$ cat src/rtl/dbus_pkg.sv
// Shared types and constants for the data-bus arbiter: FSM states, grant identity and the
// registered address-phase request fields.
package dbus_pkg;

   typedef enum logic [2:0] {
      ST_IDLE,
      ST_ADDR,
      ST_WDATA,
      ST_BRESP,
      ST_RDATA
   } dbus_state_e;

   typedef enum logic {
      GRANT_DC = 1'b0,
      GRANT_UC = 1'b1
   } dbus_grant_e;

   localparam int DBUS_ADDR_MAX_W = 32;

   typedef struct packed {
      logic                       we;
      logic [DBUS_ADDR_MAX_W-1:0] addr;
      logic [7:0]                 len;
      logic [3:0]                 be;
   } dbus_req_t;

   localparam logic [7:0] DBUS_UC_LEN  = 8'd0;
   localparam logic [3:0] DBUS_BE_FULL = 4'hF;

endpackage

$ cat src/rtl/dbus_rr_arb2.sv
// Two-way round-robin pick between the dcache engine and the uncached path.
// On a tie the requester that was not granted last wins.
module dbus_rr_arb2
   import dbus_pkg::*;
(
   input  logic [1:0]  req_valid,   // [0] = dcache, [1] = uncached
   input  dbus_grant_e last_grant,
   output logic        grant_any,
   output dbus_grant_e grant
);

   always_comb begin
      grant_any = |req_valid;
      grant     = GRANT_DC;
      if (req_valid == 2'b11) begin
         grant = (last_grant == GRANT_UC) ? GRANT_DC : GRANT_UC;
      end else if (req_valid[1]) begin
         grant = GRANT_UC;
      end
   end

endmodule

$ cat src/rtl/dbus_arbiter.sv
// Shares the external data bus between dcache line bursts and uncached single-word accesses,
// sequencing address, data and response phases and driving the data-side stall.
module dbus_arbiter
   import dbus_pkg::*;
#(
   parameter int LINE_WORDS = 8,
   parameter int ADDR_WIDTH = 32
) (
   input  logic                          clk,
   input  logic                          rst,
   input  logic                          dc_req_valid,
   input  logic                          dc_req_we,
   input  logic [ADDR_WIDTH-1:0]         dc_req_addr,
   input  logic [31:0]                   dc_wdata,
   output logic                          dc_wdata_pop,
   output logic [31:0]                   dc_rdata,
   output logic                          dc_rvalid,
   output logic [$clog2(LINE_WORDS)-1:0] dc_rbeat,
   output logic                          dc_done,
   input  logic                          uc_req_valid,
   input  logic                          uc_req_we,
   input  logic [ADDR_WIDTH-1:0]         uc_req_addr,
   input  logic [3:0]                    uc_req_be,
   input  logic [31:0]                   uc_req_wdata,
   output logic [31:0]                   uc_rdata,
   output logic                          uc_done,
   output logic                          bus_req_valid,
   input  logic                          bus_req_ready,
   output logic                          bus_req_we,
   output logic [ADDR_WIDTH-1:0]         bus_req_addr,
   output logic [7:0]                    bus_req_len,
   output logic [3:0]                    bus_req_be,
   output logic [31:0]                   bus_wdata,
   output logic                          bus_wvalid,
   input  logic                          bus_wready,
   output logic                          bus_wlast,
   input  logic [31:0]                   bus_rdata,
   input  logic                          bus_rvalid,
   input  logic                          bus_rlast,
   input  logic                          bus_bvalid,
   output logic                          dbus_ready
);

   localparam int         BEAT_W = $clog2(LINE_WORDS);
   localparam logic [7:0] DC_LEN = 8'(LINE_WORDS - 1);

   dbus_state_e state_reg, state_next;
   dbus_grant_e grant_reg, grant_next;
   dbus_grant_e last_grant_reg, last_grant_next;
   dbus_req_t   req_reg, req_next;
   logic [7:0]  cnt_reg, cnt_next;

   logic        arb_any;
   dbus_grant_e arb_grant;
   logic        is_dc;

   dbus_rr_arb2 u_rr_arb2 (
      .req_valid  ({uc_req_valid, dc_req_valid}),
      .last_grant (last_grant_reg),
      .grant_any  (arb_any),
      .grant      (arb_grant)
   );

   always_ff @(posedge clk) begin
      if (rst) begin
         state_reg      <= ST_IDLE;
         grant_reg      <= GRANT_DC;
         last_grant_reg <= GRANT_UC;
         req_reg        <= '0;
         cnt_reg        <= '0;
      end else begin
         state_reg      <= state_next;
         grant_reg      <= grant_next;
         last_grant_reg <= last_grant_next;
         req_reg        <= req_next;
         cnt_reg        <= cnt_next;
      end
   end

   // Address-phase fields come straight from the request captured at grant time.
   assign bus_req_we   = req_reg.we;
   assign bus_req_addr = req_reg.addr[ADDR_WIDTH-1:0];
   assign bus_req_len  = req_reg.len;
   assign bus_req_be   = req_reg.be;
   assign is_dc        = (grant_reg == GRANT_DC);

   always_comb begin
      state_next      = state_reg;
      grant_next      = grant_reg;
      last_grant_next = last_grant_reg;
      req_next        = req_reg;
      cnt_next        = cnt_reg;
      bus_req_valid   = 1'b0;
      bus_wvalid      = 1'b0;
      bus_wdata       = '0;
      bus_wlast       = 1'b0;
      dc_wdata_pop    = 1'b0;
      dc_rdata        = '0;
      dc_rvalid       = 1'b0;
      dc_rbeat        = '0;
      dc_done         = 1'b0;
      uc_rdata        = '0;
      uc_done         = 1'b0;

      case (state_reg)
         ST_IDLE: begin
            if (arb_any) begin
               grant_next      = arb_grant;
               last_grant_next = arb_grant;
               cnt_next        = '0;
               state_next      = ST_ADDR;
               if (arb_grant == GRANT_DC) begin
                  req_next.we   = dc_req_we;
                  req_next.addr = DBUS_ADDR_MAX_W'(dc_req_addr);
                  req_next.len  = DC_LEN;
                  req_next.be   = DBUS_BE_FULL;
               end else begin
                  req_next.we   = uc_req_we;
                  req_next.addr = DBUS_ADDR_MAX_W'(uc_req_addr);
                  req_next.len  = DBUS_UC_LEN;
                  req_next.be   = uc_req_be;
               end
            end
         end
         ST_ADDR: begin
            bus_req_valid = 1'b1;
            if (bus_req_ready) begin
               state_next = req_reg.we ? ST_WDATA : ST_RDATA;
            end
         end
         ST_WDATA: begin
            bus_wvalid = 1'b1;
            bus_wdata  = is_dc ? dc_wdata : uc_req_wdata;
            bus_wlast  = (cnt_reg == req_reg.len);
            if (bus_wready) begin
               cnt_next     = cnt_reg + 8'd1;
               dc_wdata_pop = is_dc;
               if (bus_wlast) begin
                  state_next = ST_BRESP;
               end
            end
         end
         ST_BRESP: begin
            if (bus_bvalid) begin
               dc_done    = is_dc;
               uc_done    = ~is_dc;
               state_next = ST_IDLE;
            end
         end
         ST_RDATA: begin
            if (is_dc) begin
               dc_rvalid = bus_rvalid;
               dc_rdata  = bus_rdata;
               dc_rbeat  = cnt_reg[BEAT_W-1:0];
            end else begin
               uc_rdata = bus_rdata;
            end
            if (bus_rvalid) begin
               cnt_next = cnt_reg + 8'd1;
               // The slave's rlast ends the burst; the counter only labels beats.
               if (bus_rlast) begin
                  dc_done    = is_dc;
                  uc_done    = ~is_dc;
                  state_next = ST_IDLE;
               end
            end
         end
         default: begin
            state_next = ST_IDLE;
         end
      endcase

      dbus_ready = ~(dc_req_valid | uc_req_valid) | dc_done | uc_done;
   end

endmodule

$ cat config.mk
export PLATFORM = sky130hd
export DESIGN_NAME = dbus_arbiter
export DESIGN_NICKNAME = d
export VERILOG_FILES = /design/src/rtl/dbus_pkg.sv /design/src/rtl/dbus_rr_arb2.sv /design/src/rtl/dbus_arbiter.sv
export SDC_FILE = /design/constraint.sdc
export NUM_CORES = 1
export LEC_CHECK = 0
export BUFFER_PORTS_ARGS = -buffer_cell sky130_fd_sc_hd__buf_2
export CAP_MARGIN = 10
export CORE_AREA = 8 8 120 122
export CTS_CLUSTER_DIAMETER = 80
export DETAILED_ROUTE_END_ITERATION = 7
export DIE_AREA = 0 0 128 130
export MAX_ROUTING_LAYER = met4
export PLACE_DENSITY = 0.71
export SLEW_MARGIN = 20
export SYNTH_ARGS = -nofsm -noshare
export SYNTH_HDL_FRONTEND = slang
export SYNTH_SLANG_ARGS = --single-unit
$ cat constraint.sdc
create_clock -name clk -period 3.1 [get_ports clk]
set_clock_uncertainty 0.2 [all_clocks]
set_input_delay 0.465 -clock clk [delete_from_list [all_inputs] [get_ports clk]]
set_output_delay 0.465 -clock clk [all_outputs]
set_load 0.01 [all_outputs]
==> impl_metrics.json <==
{
  "max_cap_viol_count": 0,
  "detail-route-antenna-nets": 0,
  "crit_path_end_kind": "output port",
  "synth_cell_types": 42,
  "p_switching_w": 0.000770,
  "drt_first_iter_violations": 282,
  "cp_slowest_cell": "sky130_fd_sc_hd__dfxtp_1",
  "fin_setup_tns_ps": 0,
  "arrival_ps": 2110,
  "die-area_mm2": 0.0166,
  "synth_top_area_share_pct": 32.4,
  "global_route.overflow_total": 0,
  "clock_latency_ps": 290,
  "critical_path.n_buffers_inverters": 2,
  "place_hpwl_mm": 12.8,
  "synth_top_cell_by_area": "sky130_fd_sc_hd__dfxtp_1",
  "post-synth-top-count-cell": "sky130_fd_sc_hd__nor2_1",
  "post_route_minimum_period_ps": 2780,
  "postSynthCellCount": 388,
  "nNetsFinal": 865,
  "cts_hold_repair.buffers": 0,
  "p_clk_share_pct": 26.7,
  "first_global_vias": 3952,
  "power_frac_comb_pct": 36.1,
  "final_layout_size_suffix_gt1_share_pct": 50.1,
  "largest_register_ff_count": 32,
  "synth-seq-cells": 51,
  "power.switching_fraction_pct": 35.4,
  "layout_worst_path_cycle_share_pct": 89.5,
  "worst_slew_pin_slew_ps": 708,
  "power-per-cell-area_mw_per_mm2": 433,
  "wl_per_cell_um": 17.8,
  "grt_setup_unrepaired": "false",
  "timing.fmax_mhz": 360,
  "power.leakage_nw": 2.72,
  "timing.slew.headroom_pct": 52.8,
  "cts_setup_buffers": 0,
  "crit_fanout": 17,
  "core_region_area_mm2": 0.0124,
  "worstHoldPathType": "input port to flip-flop",
  "finish_stage_setup_viols": 0,
  "ys_async_sr_fraction_pct": 0,
  "die_h_um": 130,
  "number_of_antenna_violations_at_the_first_check_in_global_routing": 1,
  "design_area_mm2": 0.00502,
  "ir_drop_mv": 0.226,
  "critPathRequiredTime_ps": 2430,
  "drc": 0,
  "worstSetupStartpointType": "flip-flop",
  "final_count_of_hold_timing_violations": 0,
  "dr_total_vias": 4060,
  "critPathKind": "flip-flop to output port",
  "ctsRootBufferMaster": "sky130_fd_sc_hd__clkbuf_16",
  "synth_enable_flop_cells": 0,
  "clock_tree_from_tritoncts": "built",
  "grt_start_max_net_pins": 45,
  "outcome": "finished, final reports clean",
  "design.portCount": 327,
  "intPower_w": 0.00141,
  "drt-vias-per-instance": 4.70,
  "finalPower_w": 0.00218,
  "seqPwrFrac_pct": 37.3,
  "maxSlewViolCount": 0,
  "critical-path-top-delay-family": "simple AND/OR/NAND/NOR gates",
  "routability_driven_placement_congestion_ratio": 0.985,
  "grt_pass1_wl_mm": 21.8,
  "numCtsBuffers": 5,
  "post_cts_resize_count": 0,
  "flow.area_growth_from_synthesis_pct": 59.3,
  "max_stage_delay_ps": 480,
  "synthesis.area_per_instance_um2": 8.13,
  "clock-sinks": 51,
  "top_cells_by_area_synth": "sky130_fd_sc_hd__dfxtp_1 (32%), sky130_fd_sc_hd__and2_1 (14%), sky130_fd_sc_hd__a222oi_1 (10%)",
  "htree_levels": 2,
  "ys_seq_area_share_pct": 32.4,
  "netlist_area_mm2": 0.00315,
  "final.setup.worst_slack_ps": 325,
  "placement.io_buffers": 321,
  "cts_buffer_depth": 2,
  "initial_core_util_pct": 25.4,
  "fp.dieW_um": 128,
  "worstPathCellList": "nor2b_1, nand2b_1, buf_4, nor2_1, buf_2",
  "synth_flop_cell": "sky130_fd_sc_hd__dfxtp_1",
  "placed_cell_area_mm2": 0.00487,
  "drt_pass1_iterations": 5,
  "post_synth_most_frequent_cells": "sky130_fd_sc_hd__nor2_1 (78), sky130_fd_sc_hd__and2_1 (69), sky130_fd_sc_hd__dfxtp_1 (51)",
  "std_cell_rows": 41,
  "grtUsageTotal_pct": 17.0,
  "synth_warnings": 0,
  "routed_wirelength_mm": 15.3,
  "worst_setup_hold_path_clk_slew_ps": 80,
  "pre_cts_ws_ps": 663
}
routing by layer:
metal / global-route usage (%) / up-vias / part of all wire (%)
met5: - / - / 0
met4: 4.97 / 0 / 1.9
met3: 4.41 / 20 / 8.0
met2: 28.3 / 218 / 48
met1: 19.8 / 1840 / 42
li1: - / 1982 / -
cell usage in the layout (no fill, tap or decap), types with 6 or more instances in the layout:
| cell type | instances |
|---|---|
| sky130_fd_sc_hd__nand3_1 | 7 |
| sky130_fd_sc_hd__buf_2 | 321 |
| sky130_fd_sc_hd__mux2i_1 | 33 |
| sky130_fd_sc_hd__nand2_1 | 7 |
| sky130_fd_sc_hd__or3_1 | 6 |
| sky130_fd_sc_hd__a222oi_1 | 33 |
| sky130_fd_sc_hd__buf_4 | 9 |
| sky130_fd_sc_hd__nor2_1 | 78 |
| sky130_fd_sc_hd__dfxtp_1 | 50 |
| sky130_fd_sc_hd__and2_1 | 69 |
| sky130_fd_sc_hd__a21oi_1 | 10 |
worst register-to-register path: cells and delay by family (launching register included):
kind | cells | cell delay, ps
AND/OR/NAND/NOR | 2 | 910
flip-flops | 1 | 420
AO/OA/AOI/OAI | 2 | 490
per-stage QoR:
| stage | hold WS, ps | util, % | instances |
|---|---|---|---|
| 6_report | 199 | 40.5 | 863 |
| 3_5_place_dp | 264 | 39.2 | 854 |
| 5_1_grt | 204 | 40.5 | 863 |
| 2_1_floorplan | 240 | - | 392 |
| 3_3_place_gp | 252 | 39.2 | 854 |
| 4_1_cts | 199 | 40.4 | 862 |
worst paths after layout:
check / startpoint / end / slack [ps] / depth (start not counted)
worst max-delay path: state_reg[1] / bus_wdata[19] / 320 / 5
worst min-delay path: uc_req_be[1] / bus_req_be[1] / 200 / 3
worst max register to register: state_reg[0] / cnt_reg[1] / 1000 / 4
worst min register to register: last_grant_reg / last_grant_reg / 280 / 2
area by class of cell:
type / instances / area [µm²]
multi-input cells: 297 / 1930
fillers: 1344 / 7390
flip-flops and latches: 51 / 1020
clock inverters: 3 / 27.5
clock buffers: 5 / 125
diodes: 1 / 2.50
repair buffers: 331 / 1690
inverters: 3 / 11.3
well taps: 172 / 215
cell families after synthesis:
family          Yosys count  synth area share (%)
xor+xnor                  2                 0.555
buf+inv                  44                  7.18
mux                      33                  10.5
flops                    51                  32.4
simple gates            190                  31.7
fa+ha+maj                 1                 0.397
other cells               1                 0.119
compound gates           66                  17.2
power by group through the flow:
stage	logic, W	registers [W]	clock network (W)
finish	0.000784	0.000811	0.000580
global route	0.000861	0.000824	0.000633
CTS	0.000795	0.000811	0.000609
detailed placement	0.000795	0.000822	0
global placement	0.000788	0.000823	0
floorplan	0.000457	0.000832	0
(Power assumes the default switching activity.)
